$ cat src/rtl/fetch_pkg.sv
// fetch_pkg: shared entry type and PC step for the fetch buffer
package fetch_pkg;
  localparam int FETCH_ADDR_W = 32;
  localparam int FETCH_WORD_SIZE = 4;
  localparam logic [FETCH_ADDR_W-1:0] PC_INC = FETCH_ADDR_W'(FETCH_WORD_SIZE);
  typedef struct packed {
    logic [FETCH_ADDR_W-1:0]      pc;
    logic [FETCH_WORD_SIZE*8-1:0] instr;
  } fetch_entry_t;
endpackage

$ cat src/rtl/fetch_buf_ram.sv
// fetch_buf_ram: entry storage, one write port, asynchronous read at the head
module fetch_buf_ram
  import fetch_pkg::*;
#(
  parameter int DEPTH = 8
) (
  input  logic                     clk,
  input  logic                     we,
  input  logic [$clog2(DEPTH)-1:0] waddr,
  input  fetch_entry_t             wdata,
  input  logic [$clog2(DEPTH)-1:0] raddr,
  output fetch_entry_t             rdata
);
  fetch_entry_t mem_q [DEPTH];
  always_ff @(posedge clk)
    if (we) mem_q[waddr] <= wdata;
  assign rdata = mem_q[raddr];
endmodule

$ cat src/rtl/fetch_buffer.sv
// fetch_buffer: in-order PC-tagged instruction buffer with credit-based fetch stall.
// Define FETCH_BUF_BYPASS_EN for a same-cycle fill-to-decode path when empty.
module fetch_buffer
  import fetch_pkg::*;
#(
  parameter int                     ADDR_WIDTH = FETCH_ADDR_W,
  parameter int                     WORD_SIZE  = FETCH_WORD_SIZE,
  parameter int                     DEPTH      = 8,
  parameter logic [ADDR_WIDTH-1:0]  RESET_PC   = '0
) (
  input  logic                       clk,
  input  logic                       reset,
  input  logic                       req_issue,
  output logic                       fetch_stall,
  input  logic                       fill_valid,
  input  logic [WORD_SIZE*8-1:0]     fill_data,
  input  logic                       flush,
  input  logic [ADDR_WIDTH-1:0]      flush_pc,
  output logic                       dec_valid,
  input  logic                       dec_ready,
  output logic [WORD_SIZE*8-1:0]     dec_instr,
  output logic [ADDR_WIDTH-1:0]      dec_pc,
  output logic [$clog2(DEPTH):0]     occupancy
);
  localparam int PW = $clog2(DEPTH);
  localparam int CW = PW + 2;
  logic [PW-1:0] head_q, head_d, tail_q, tail_d;
  logic [PW:0] occ_q, occ_d;
  logic [CW-1:0] out_q, out_d, drop_q, drop_d, live;
  logic [ADDR_WIDTH-1:0] npc_q, npc_d;
  logic empty, accept, byp, push, pop;
  fetch_entry_t head_e;
  fetch_buf_ram #(.DEPTH(DEPTH)) u_ram (
    .clk  (clk),
    .we   (push),
    .waddr(tail_q),
    .wdata('{pc: npc_q, instr: fill_data}),
    .raddr(head_q),
    .rdata(head_e)
  );
  always_comb begin
    empty = occ_q == '0;
    live = out_q - drop_q;
    fetch_stall = CW'(occ_q) + live >= CW'(DEPTH);
    accept = fill_valid && drop_q == '0 && !flush;
`ifdef FETCH_BUF_BYPASS_EN
    byp = empty && accept;
`else
    byp = 1'b0;
`endif
    dec_valid = !empty || byp;
    dec_pc = byp ? npc_q : head_e.pc;
    dec_instr = byp ? fill_data : head_e.instr;
    pop = !empty && dec_ready && !flush;
    push = accept && !(byp && dec_ready);
    occ_d = flush ? '0 : occ_q + (PW+1)'(push) - (PW+1)'(pop);
    head_d = flush ? '0 : head_q + PW'(pop);
    tail_d = flush ? '0 : tail_q + PW'(push);
    out_d = out_q + CW'(req_issue) - CW'(fill_valid);
    // reads issued in the flush cycle are folded into the discard count
    drop_d = flush ? out_d : (fill_valid && drop_q != '0) ? drop_q - CW'(1) : drop_q;
    npc_d = flush ? flush_pc : accept ? npc_q + PC_INC : npc_q;
    occupancy = occ_q;
  end
  always_ff @(posedge clk) begin
    if (reset) begin
      head_q <= '0;
      tail_q <= '0;
      occ_q  <= '0;
      out_q  <= '0;
      drop_q <= '0;
      npc_q  <= RESET_PC;
    end else begin
      head_q <= head_d;
      tail_q <= tail_d;
      occ_q  <= occ_d;
      out_q  <= out_d;
      drop_q <= drop_d;
      npc_q  <= npc_d;
    end
  end
  always_ff @(posedge clk) begin
    if (!reset) begin
      assert (!(req_issue && fetch_stall)) else $error("fetch issued while stalled");
      assert (!(fill_valid && out_q == '0)) else $error("fill with no read outstanding");
    end
  end
endmodule

$ cat config.mk
export PLATFORM = sky130hd
export DESIGN_NAME = fetch_buffer
export DESIGN_NICKNAME = d
export VERILOG_FILES = /design/src/rtl/fetch_pkg.sv /design/src/rtl/fetch_buf_ram.sv /design/src/rtl/fetch_buffer.sv
export SDC_FILE = /design/constraint.sdc
export NUM_CORES = 1
export LEC_CHECK = 0
export CAP_MARGIN = 30
export CORE_ASPECT_RATIO = 2
export CORE_MARGIN = 10
export CORE_UTILIZATION = 63
export CTS_CLUSTER_DIAMETER = 30
export DETAILED_ROUTE_END_ITERATION = 10
export PLACE_DENSITY = 0.87
export SLEW_MARGIN = 20
export SYNTH_ARGS = -nofsm -noshare
export SYNTH_HDL_FRONTEND = slang
export SYNTH_SLANG_ARGS = --single-unit
export TNS_END_PERCENT = 20
$ cat constraint.sdc
create_clock -name clk -period 22.5 [get_ports clk]
set_input_delay 4.5 -clock clk [delete_from_list [all_inputs] [get_ports clk]]
set_output_delay 4.5 -clock clk [all_outputs]
set_load 0.02 [all_outputs]
==> flow_metrics.env, run 1 <==
export IMPL_clock_sinks=564
export IMPL_fin_nets=1410
export IMPL_pwr_share_comb=0.096
export IMPL_wl_um=49300
export IMPL_fmax_ghz=0.117
export IMPL_synth_edf_count=512
export IMPL_synth_cells=1149
export IMPL_rsz0062_at_grt="no"
export IMPL_leakage_nw=8.37
export IMPL_path_class="reg -> out"
export IMPL_root_buffer="clkbuf_16"
export IMPL_crit_fanout=34
export IMPL_tns_ps=0
export IMPL_antenna_found_initial=2
export IMPL_grt_ovfl_total=0
export IMPL_core_um2=35100
export IMPL_synth_common_cells="512 x edfxtp_1, 128 x mux4_2, 64 x mux2_2, 52 x dfxtp_1, 47 x nor2_1"
export IMPL_die_area_um2=44000
export IMPL_synth_warnings=0
export IMPL_p_int_mw=1.78
export IMPL_initial_core_util=0.639
export IMPL_port_buffers=139
export IMPL_p_clk_frac=0.387
export IMPL_powerDensity_nw_per_um2=87.7
export IMPL_cp_data_required_time_ps=18000
export IMPL_die_height_um=287
export IMPL_syn_area_um2=22400
export IMPL_relSlewSlack=0.333
export IMPL_syn_to_final_growth_pct=17.7
export IMPL_firstDrtPassIters=8
export IMPL_placementRows=97
export IMPL_ys_types=50
export IMPL_p_switching_mw=0.536
export IMPL_sw_frac_of_total=0.232
export IMPL_tightestPinTransition_ps=1000
export IMPL_hpwl_um=28700
export IMPL_via_per_inst=6.49
export IMPL_post_cts_buffers=0
export IMPL_drive_above_1_share=0.237
export IMPL_grt_max_degree=71
export IMPL_regArea_um2=16400
export IMPL_critical_path_endpoint="dec_instr[20]"
export IMPL_vias=11704
export IMPL_synth_seq_cells=564
export IMPL_holdBufCountCts=0
export IMPL_reg2regPathDepth=7
export IMPL_placed_cells=1700
export IMPL_reg2reg_from="drop_q[0]$_SDFFE_PP0P_"
export IMPL_seq_area_frac_synth=0.732
export IMPL_wl_met2_um=27100
export IMPL_synth_area_leaders="edfxtp_1 69%, mux4_2 13%, dfxtp_1 4.6%, mux2_2 3.2%, ha_1 1.2%"
export IMPL_dr_wl_met3_um=3060
export IMPL_rrSetupSlack_ps=18290
export IMPL_critPathCaptureType="output port"
export IMPL_grt_first_pass_wirelength_um=76500
export IMPL_fin_crit_sh=0.381
export IMPL_pwr_share_seq=0.517
export IMPL_cp_startpoint="head_q[0]$_SDFF_PP0_"
export IMPL_top_layer_used="met4"
export IMPL_cts_resized=0
export IMPL_die_x_um=153
export IMPL_hold_path_class="reg -> reg"
export IMPL_routedWlPerCell_um=27.3
export IMPL_multi_input_area_um2=5710
export IMPL_synth_area_per_cell_um2=19.5
export IMPL_synthFlopType="edfxtp_1"
export IMPL_first_iter_violations=1116
export IMPL_fin_skew_ps=12.9
export IMPL_ctsLongestPathBuffers=3
export IMPL_ir_drop_v=0.0000979
export IMPL_clk_pin_slew_worst_paths_ps=70
export IMPL_numCtsBuffers=53
export IMPL_status="finished, final reports clean"
export IMPL_synthArstFlopShare=0
export IMPL_insertion_delay_ps=580
export IMPL_met1_length_um=17600
export IMPL_synth_nets=1247
export IMPL_pin_count=140
export IMPL_fin_crit_ps=8570
export IMPL_tritoncts="done"
export IMPL_arrival_ps=4070
export IMPL_hold_viol=0
export IMPL_r2r_end="u_ram.mem_q[7][9]$_DFFE_PP_"
export IMPL_h_tree_depth=2
export IMPL_synth_area_leader_cell="edfxtp_1"
export IMPL_setup_viol=0
export IMPL_fin_util=0.752
export IMPL_gp_congestion=0.856
export IMPL_stdcell_count=1804
export IMPL_maxCapViolCount=0
export IMPL_grt_pass1_vias=12288
export IMPL_drc=0
export IMPL_yosysMostFrequentCell="edfxtp_1"
export IMPL_drv_slew=0
export IMPL_detail_route_antenna_nets=0
export IMPL_crit_path_start_kind="register"
export IMPL_grt_usage=0.226
export IMPL_synth_top_area_share=0.686
export IMPL_nFillCells=1849
export IMPL_hold_path_startpoint="tail_q[2]$_SDFF_PP0_"
worst min path at each step:
stage | endpoint | cells after the start | slack (ps)
6_report | tail_q[2]$_SDFF_PP0_ | 2 | 570
5_1_grt | tail_q[2]$_SDFF_PP0_ | 2 | 590
4_1_cts | tail_q[2]$_SDFF_PP0_ | 2 | 560
3_5_place_dp | tail_q[2]$_SDFF_PP0_ | 2 | 540
3_3_place_gp | tail_q[2]$_SDFF_PP0_ | 2 | 540
2_1_floorplan | tail_q[2]$_SDFF_PP0_ | 2 | 490
flip-flops by register name, indices dropped and copies added, names as in the netlist:
signal,count
tail_q,3
u_ram.mem_q,512
out_q,5
occupancy,4
head_q,3
npc_q,32
drop_q,5
stage by stage:
step	area, µm²	hold WS [ps]	power, mW	setup slack [ps]
5_1_grt	26400	591	2.39	13580
3_3_place_gp	24300	536	1.43	13870
4_1_cts	26300	562	2.33	13770
6_report	26400	566	2.32	13930
2_1_floorplan	22400	489	1.35	12250
3_5_place_dp	24500	535	1.44	14400
layout by cell type, fill, tap and decap left out, types with 6 or more instances in the layout:
cell type and n:
edfxtp_1 512, nor2b_1 7, clkinv_1 6, clkdlybuf4s50_1 139, clkbuf_1 6, clkinv_2 6, clkbuf_16 55, buf_4 15
or3_1 8, and4_1 11, a21oi_1 10, inv_6 6, nor2_4 6, xnor2_1 13, fa_1 6, and2_1 6
inv_1 38, ha_1 22, dfxtp_1 49, nand3_1 22, a311oi_1 10, o21ai_0 9, inv_8 6, a2111oi_0 7
mux2_2 64, nor2_1 41, nor3_1 13, nand2_1 20, mux4_2 128, nand4_1 8, xor2_1 8, a211oi_1 12
nor4_1 10
power groups by stage:
stage	Clock (mW)	Sequential [mW]	Combinational, mW
2_1_floorplan	0	1.21	0.136
3_3_place_gp	0	1.21	0.211
3_5_place_dp	0	1.22	0.221
4_1_cts	0.910	1.20	0.224
5_1_grt	0.951	1.20	0.244
6_report	0.896	1.20	0.223
final cells by class:
cell class                      instances  area share
Inverter                               38     0.00541
Tap cell                              445      0.0211
Antenna cell                            2    0.000190
Clock buffer                           65      0.0551
Sequential cell                       564       0.623
Clock inverter                         35      0.0130
Multi-Input combinational cell        490       0.216
Timing Repair Buffer                  165      0.0662
layer usage:
metal	up-vias	GRT usage
met2	588	0.400
li1	5016	-
met1	6007	0.278
met5	-	0
met3	93	0.0337
met4	0	0.0816
kinds of logic (layout without fill, tap and decap cells):
group                      Yosys count  count (layout)  synth area share
AOI/OAI and AO/OA                   69              69            0.0222
xor gates and xnor gates            21              21           0.00820
adders and majority gates           28              28            0.0176
buffers and inverters               95             303            0.0161
DFF                                564             564             0.732
muxes                              194             194             0.162
other                                0               2                 0
and+or+nand+nor                    178             178            0.0423
worst max-delay path, cell delays in order (launching register included):
cell and delay, ps:
dfxtp_4 680, buf_4 560, buf_4 510, buf_16 320, mux4_2 550, mux2_2 300, clkdlybuf4s50_1 540
(Power assumes the default switching activity.)
==> run 2, diff against run 1 <==
--- a/config.mk
+++ b/config.mk
@@ -8,10 +8,10 @@
 export CAP_MARGIN = 30
 export CORE_ASPECT_RATIO = 2
 export CORE_MARGIN = 10
-export CORE_UTILIZATION = 63
+export CORE_UTILIZATION = 59
 export CTS_CLUSTER_DIAMETER = 30
 export DETAILED_ROUTE_END_ITERATION = 10
-export PLACE_DENSITY = 0.87
+export PLACE_DENSITY = 0.82
 export SLEW_MARGIN = 20
 export SYNTH_ARGS = -nofsm -noshare
 export SYNTH_HDL_FRONTEND = slang
==> constraint.sdc (replaced) <==
create_clock -name clk -period 8.3 [get_ports clk]
set_input_delay 1.66 -clock clk [delete_from_list [all_inputs] [get_ports clk]]
set_output_delay 1.66 -clock clk [all_outputs]
set_load 0.02 [all_outputs]
==> run 2 against run 1 <==
  * Via count down 0.34%
  * Critical path depth down 2
  * Die area up 6.1%
  * Critical endpoint is now dec_pc[0]
  * Largest cell class unchanged
  * Largest power group unchanged
==> flow_metrics.env, run 2 (synthesized netlist as in run 1, its figures left out) <==
export IMPL_grt_usage=0.218
export IMPL_status="finished, final reports clean"
export IMPL_final_cell_mix="512 x edfxtp_1, 139 x clkdlybuf4s50_1, 128 x mux4_2"
export IMPL_hold_viol=0
export IMPL_maxCapViolCount=0
export IMPL_detail_route_antenna_nets=0
export IMPL_clk_pin_slew_worst_paths_ps=70
export IMPL_root_buffer="clkbuf_16"
export IMPL_die_height_um=296
export IMPL_antenna_cells=0
export IMPL_cp_data_required_time_ps=6640
export IMPL_fin_nets=1406
export IMPL_grt_first_pass_wirelength_um=76000
export IMPL_final_common_cell="edfxtp_1"
export IMPL_cts_resized=0
export IMPL_h_tree_depth=2
export IMPL_vias=11664
export IMPL_insertion_delay_ps=600
export IMPL_syn_to_final_growth_pct=17.5
export IMPL_rsz0062_at_grt="no"
export IMPL_leakage_nw=8.33
export IMPL_wl_um=50500
export IMPL_crit_chain="buf_12 > mux4_2 > mux2_2 > clkdlybuf4s50_1"
export IMPL_placementRows=101
export IMPL_via_per_inst=6.42
export IMPL_crit_path_start_kind="register"
export IMPL_first_iter_violations=1108
export IMPL_fin_area_um2=26300
export IMPL_gp_congestion=0.848
export IMPL_dp_worst_setup_slack_ps=3110
export IMPL_reg_top3="u_ram.mem_q: 512 flops, npc_q: 32 flops"
export IMPL_fmax_ghz=0.187
export IMPL_clock_sinks=564
export IMPL_setup_viol=0
export IMPL_postPlaceCellArea_um2=24500
export IMPL_grt_pass1_vias=12151
export IMPL_largest_reg_flops=512
export IMPL_tightestPinTransition_ps=949
export IMPL_slowest_delay_ps=850
export IMPL_drv_slew=0
export IMPL_routedWlPerCell_um=27.8
export IMPL_fin_crit_sh=0.644
export IMPL_critPathCaptureType="output port"
export IMPL_regMostFlops="u_ram.mem_q"
export IMPL_power_mw=6.30
export IMPL_hold_path_class="reg -> reg"
export IMPL_regArea_um2=16400
export IMPL_ir_drop_v=0.000359
export IMPL_crit_path_top_delay_cell="dfxtp_4"
export IMPL_hpwl_um=28100
export IMPL_crit_fanout=92
export IMPL_multi_input_area_um2=5710
export IMPL_numCtsBuffers=53
export IMPL_die_area_um2=46700
export IMPL_tritoncts="done"
export IMPL_holdBufCountCts=0
export IMPL_tns_ps=0
export IMPL_drive_above_1_share=0.234
export IMPL_rrSetupSlack_ps=4190
export IMPL_core_um2=37800
export IMPL_port_buffers=139
export IMPL_arrival_ps=3690
export IMPL_post_cts_buffers=0
export IMPL_grt_max_degree=93
export IMPL_ctsLongestPathBuffers=3
export IMPL_powerDensity_nw_per_um2=239
export IMPL_worst_slack_ps=2950
export IMPL_grt_ovfl_total=0
export IMPL_path_class="reg -> out"
export IMPL_pin_count=140
export IMPL_initial_core_util=0.593
export IMPL_fin_skew_ps=23.0
export IMPL_nFillCells=2187
export IMPL_antenna_found_initial=1
export IMPL_drc=0
export IMPL_relSlewSlack=0.368
export IMPL_die_x_um=158
export IMPL_firstDrtPassIters=5
export IMPL_fin_crit_ps=5350
==> run 2: report_power, final <==
group / leakage, nW / total (mW) / internal [mW] / switching (mW)
Sequential: 5.08 / 3.24 / 3.17 / 0.0727
Clock: 0.858 / 2.46 / 1.35 / 1.11
Combinational: 2.39 / 0.604 / 0.280 / 0.323
==> run 2: layout make-up <==
cell class                      count  share of cell area
Sequential cell                   564               0.623
Multi-Input combinational cell    490               0.217
Timing Repair Buffer              161              0.0645
Clock buffer                       61              0.0519
Tap cell                          463              0.0220
Clock inverter                     39              0.0160
Inverter                           38             0.00541
==> run 2: metrics by stage <==
stage          instances  hold WS, ps  utilization
6_report            1816          557        0.697
5_1_grt             1816          572        0.697
3_3_place_gp        1708          538        0.645
3_5_place_dp        1715          541        0.649
4_1_cts             1815          550        0.697
2_1_floorplan       1149          489            -
==> run 2: worst paths after layout <==
| check | cells past startpoint | startpoint | endpoint |
|---|---|---|---|
| max | 4 | head_q[0]$_SDFF_PP0_ | dec_pc[0] |
| min | 2 | tail_q[2]$_SDFF_PP0_ | tail_q[2]$_SDFF_PP0_ |
| max reg2reg | 7 | drop_q[0]$_SDFFE_PP0P_ | u_ram.mem_q[6][57]$_DFFE_PP_ |
| min reg2reg | 2 | tail_q[2]$_SDFF_PP0_ | tail_q[2]$_SDFF_PP0_ |
==> run 2: worst max-delay path, delay by kind of cell (launching register included) <==
kind / cells / cell delay, ps
buf+inv: 2 / 1170
flops: 1 / 850
mux: 2 / 920
==> run 2: per-layer routing <==
| metal | routed length [µm] | track usage | up-vias |
|---|---|---|---|
| met1 | 17900 | 0.261 | 6057 |
| li1 | - | - | 4996 |
| met3 | 3190 | 0.0319 | 94 |
| met2 | 27700 | 0.388 | 515 |
| met4 | 1660 | 0.0829 | 2 |
| met5 | 11 | 0 | - |
==> run 3, diff against run 2 <==
==> constraint.sdc (replaced) <==
create_clock -name clk -period 5.35 [get_ports clk]
set_input_delay 1.07 -clock clk [delete_from_list [all_inputs] [get_ports clk]]
set_output_delay 1.07 -clock clk [all_outputs]
set_load 0.02 [all_outputs]
==> run 3 against run 2 <==
  * Count of clock-buffer cells in the layout increased by 8
  * Final area increased by 1.4%
  * Utilization increased by 0.99 points
  * Routed wire length decreased by 5.4%
  * Non-clock buffer count increased by 7
  * Combinational power increased by 51%
  * First-iteration DRC count decreased by 27%
  * Sequential cell count unchanged
  * Critical endpoint is now fetch_stall
  * Largest cell class unchanged
==> flow_metrics.env, run 3 (synthesized netlist as in run 1, its figures left out) <==
export IMPL_vias=11488
export IMPL_fin_crit_ps=4540
export IMPL_setup_viol=0
export IMPL_fin_skew_ps=22.7
export IMPL_fmax_ghz=0.220
export IMPL_crit_top_cell="inv_1"
export IMPL_hold_depth=2
export IMPL_gr_max_usage_layer="met2"
export IMPL_arrival_ps=3470
export IMPL_placementRows=101
export IMPL_critPathCaptureType="output port"
export IMPL_firstDrtPassIters=5
export IMPL_powerDensity_nw_per_um2=382
export IMPL_grt_ovfl_total=0
export IMPL_reg2regPathDepth=7
export IMPL_wl_um=47700
export IMPL_reg_top3="u_ram.mem_q: 512 flops, npc_q: 32 flops"
export IMPL_r2r_end="u_ram.mem_q[0][57]$_DFFE_PP_"
export IMPL_drive_above_1_share=0.248
export IMPL_fin_nets=1421
export IMPL_drc=0
export IMPL_hpwl_um=26900
export IMPL_gp_congestion=0.829
export IMPL_grtUsageMet1=0.250
export IMPL_numCtsBuffers=61
export IMPL_path_class="reg -> out"
export IMPL_crit_chain="inv_1 > fa_1 > inv_1 > ha_1 > a21o_1 > a21oi_1 > xnor2_1 > or3b_2 > clkdlybuf4s50_1"
export IMPL_nFillCells=2197
export IMPL_port_buffers=139
export IMPL_cp_data_required_time_ps=4280
export IMPL_worstHoldEndpoint="tail_q[2]$_SDFF_PP0_"
export IMPL_holdBufCountCts=0
export IMPL_crit_path_start_kind="register"
export IMPL_pin_count=140
export IMPL_first_iter_violations=807
export IMPL_tightestPinTransition_ps=685
export IMPL_insertion_delay_ps=600
export IMPL_die_x_um=158
export IMPL_reg2reg_from="drop_q[1]$_SDFFE_PP0P_"
export IMPL_final_cell_mix="512 x edfxtp_1, 139 x clkdlybuf4s50_1, 128 x mux4_2"
export IMPL_clk_pin_slew_worst_paths_ps=60
export IMPL_power_mw=10.2
export IMPL_detail_route_antenna_nets=0
export IMPL_status="finished, final reports clean"
export IMPL_leakage_nw=8.50
export IMPL_use_met3=0.0335
export IMPL_antenna_found_initial=1
export IMPL_post_cts_buffers=0
export IMPL_die_height_um=296
export IMPL_hold_viol=0
export IMPL_routedWlPerCell_um=26.0
export IMPL_die_area_um2=46700
export IMPL_whs_ps=539
export IMPL_stdcell_count=1838
export IMPL_syn_to_final_growth_pct=19.2
export IMPL_root_buffer="clkbuf_16"
export IMPL_cp_buffers_inverters=3
export IMPL_hold_path_class="reg -> reg"
export IMPL_slowest_delay_ps=610
export IMPL_grt_usage=0.209
export IMPL_clock_sinks=564
export IMPL_h_tree_depth=2
export IMPL_use_met2=0.373
export IMPL_rrSetupSlack_ps=1880
export IMPL_initial_core_util=0.593
export IMPL_grt_pass1_vias=12438
export IMPL_crit_path_top_delay_cell="fa_1"
export IMPL_rsz0062_at_grt="no"
export IMPL_cp_top_family="adder cells"
export IMPL_largest_reg_flops=512
export IMPL_ir_drop_v=0.000533
export IMPL_core_um2=37800
export IMPL_grt_first_pass_wirelength_um=73600
export IMPL_cts_resized=0
export IMPL_hold_path_startpoint="tail_q[2]$_SDFF_PP0_"
export IMPL_final_common_cell="edfxtp_1"
export IMPL_tritoncts="done"
export IMPL_maxCapViolCount=0
export IMPL_regMostFlops="u_ram.mem_q"
export IMPL_grt_max_degree=77
export IMPL_placed_cells=1721
export IMPL_fin_crit_sh=0.849
export IMPL_relSlewSlack=0.542
export IMPL_crit_fanout=4
export IMPL_drv_slew=0
export IMPL_via_per_inst=6.25
export IMPL_ctsLongestPathBuffers=3
[run 3: changes by cell type in the layout (fill, tap and decap cells not counted), sizes merged]
cell	delta
inv	+3
clkinvlp	+3
bufinv	+1
clkinv	-1
diode	+1
buf	+7
clkbuf	+8
[run 3: report_power, final]
part / total (mW) / leakage (nW) / internal, mW / switching (mW)
Clock: 4.27 / 1.00 / 2.44 / 1.83
Sequential: 5.03 / 5.08 / 4.92 / 0.111
Combinational: 0.912 / 2.41 / 0.431 / 0.481
Total: 10.2 / 8.50 / 7.79 / 2.42
[run 3: metrics by stage]
step                area, µm²  utilization  TNS, ps  setup slack [ps]
global route            26700        0.707        0               618
floorplan               22400            -   -94120             -1470
finish                  26700        0.707        0               808
detailed placement      24600        0.650        0              1360
CTS                     26700        0.706        0               751
global placement        24600        0.650        0              1430
[run 3: area by class of cell]
cell class	instances	area, µm²	share of cell area
multi-input combinational	490	5720	0.214
clock inverter	45	522	0.0195
antenna	1	2.50	0.0000936
sequential	564	16400	0.615
inverter	38	143	0.00534
tap	463	579	0.0217
clock buffer	69	1580	0.0590
timing repair buffer	168	1750	0.0656
[run 3: tightest hold or removal path: cells and delay by family, from the launching register on]
kind | cells | cell delay (ps)
flip-flops | 1 | 350
AND/OR/NAND/NOR | 1 | 70
XOR/XNOR | 1 | 80
[run 3: per-layer routing]
layer,share of wire,vias up,wire length (µm)
li1,-,5028,-
met1,0.37,5943,17600
met2,0.54,422,26000
met3,0.060,95,2880
met4,0.027,0,1280
met5,0,-,0
[run 3: worst max path at each step]
stage	from	end	slack [ps]	cells past startpoint
6_report	occupancy[1]$_SDFF_PP0_	fetch_stall	810	9
5_1_grt	occupancy[1]$_SDFF_PP0_	fetch_stall	620	9
4_1_cts	occupancy[1]$_SDFF_PP0_	fetch_stall	750	9
3_5_place_dp	occupancy[1]$_SDFF_PP0_	fetch_stall	1360	9
3_3_place_gp	occupancy[1]$_SDFF_PP0_	fetch_stall	1430	9
2_1_floorplan	fill_valid	u_ram.mem_q[4][0]$_DFFE_PP_	-1470	5
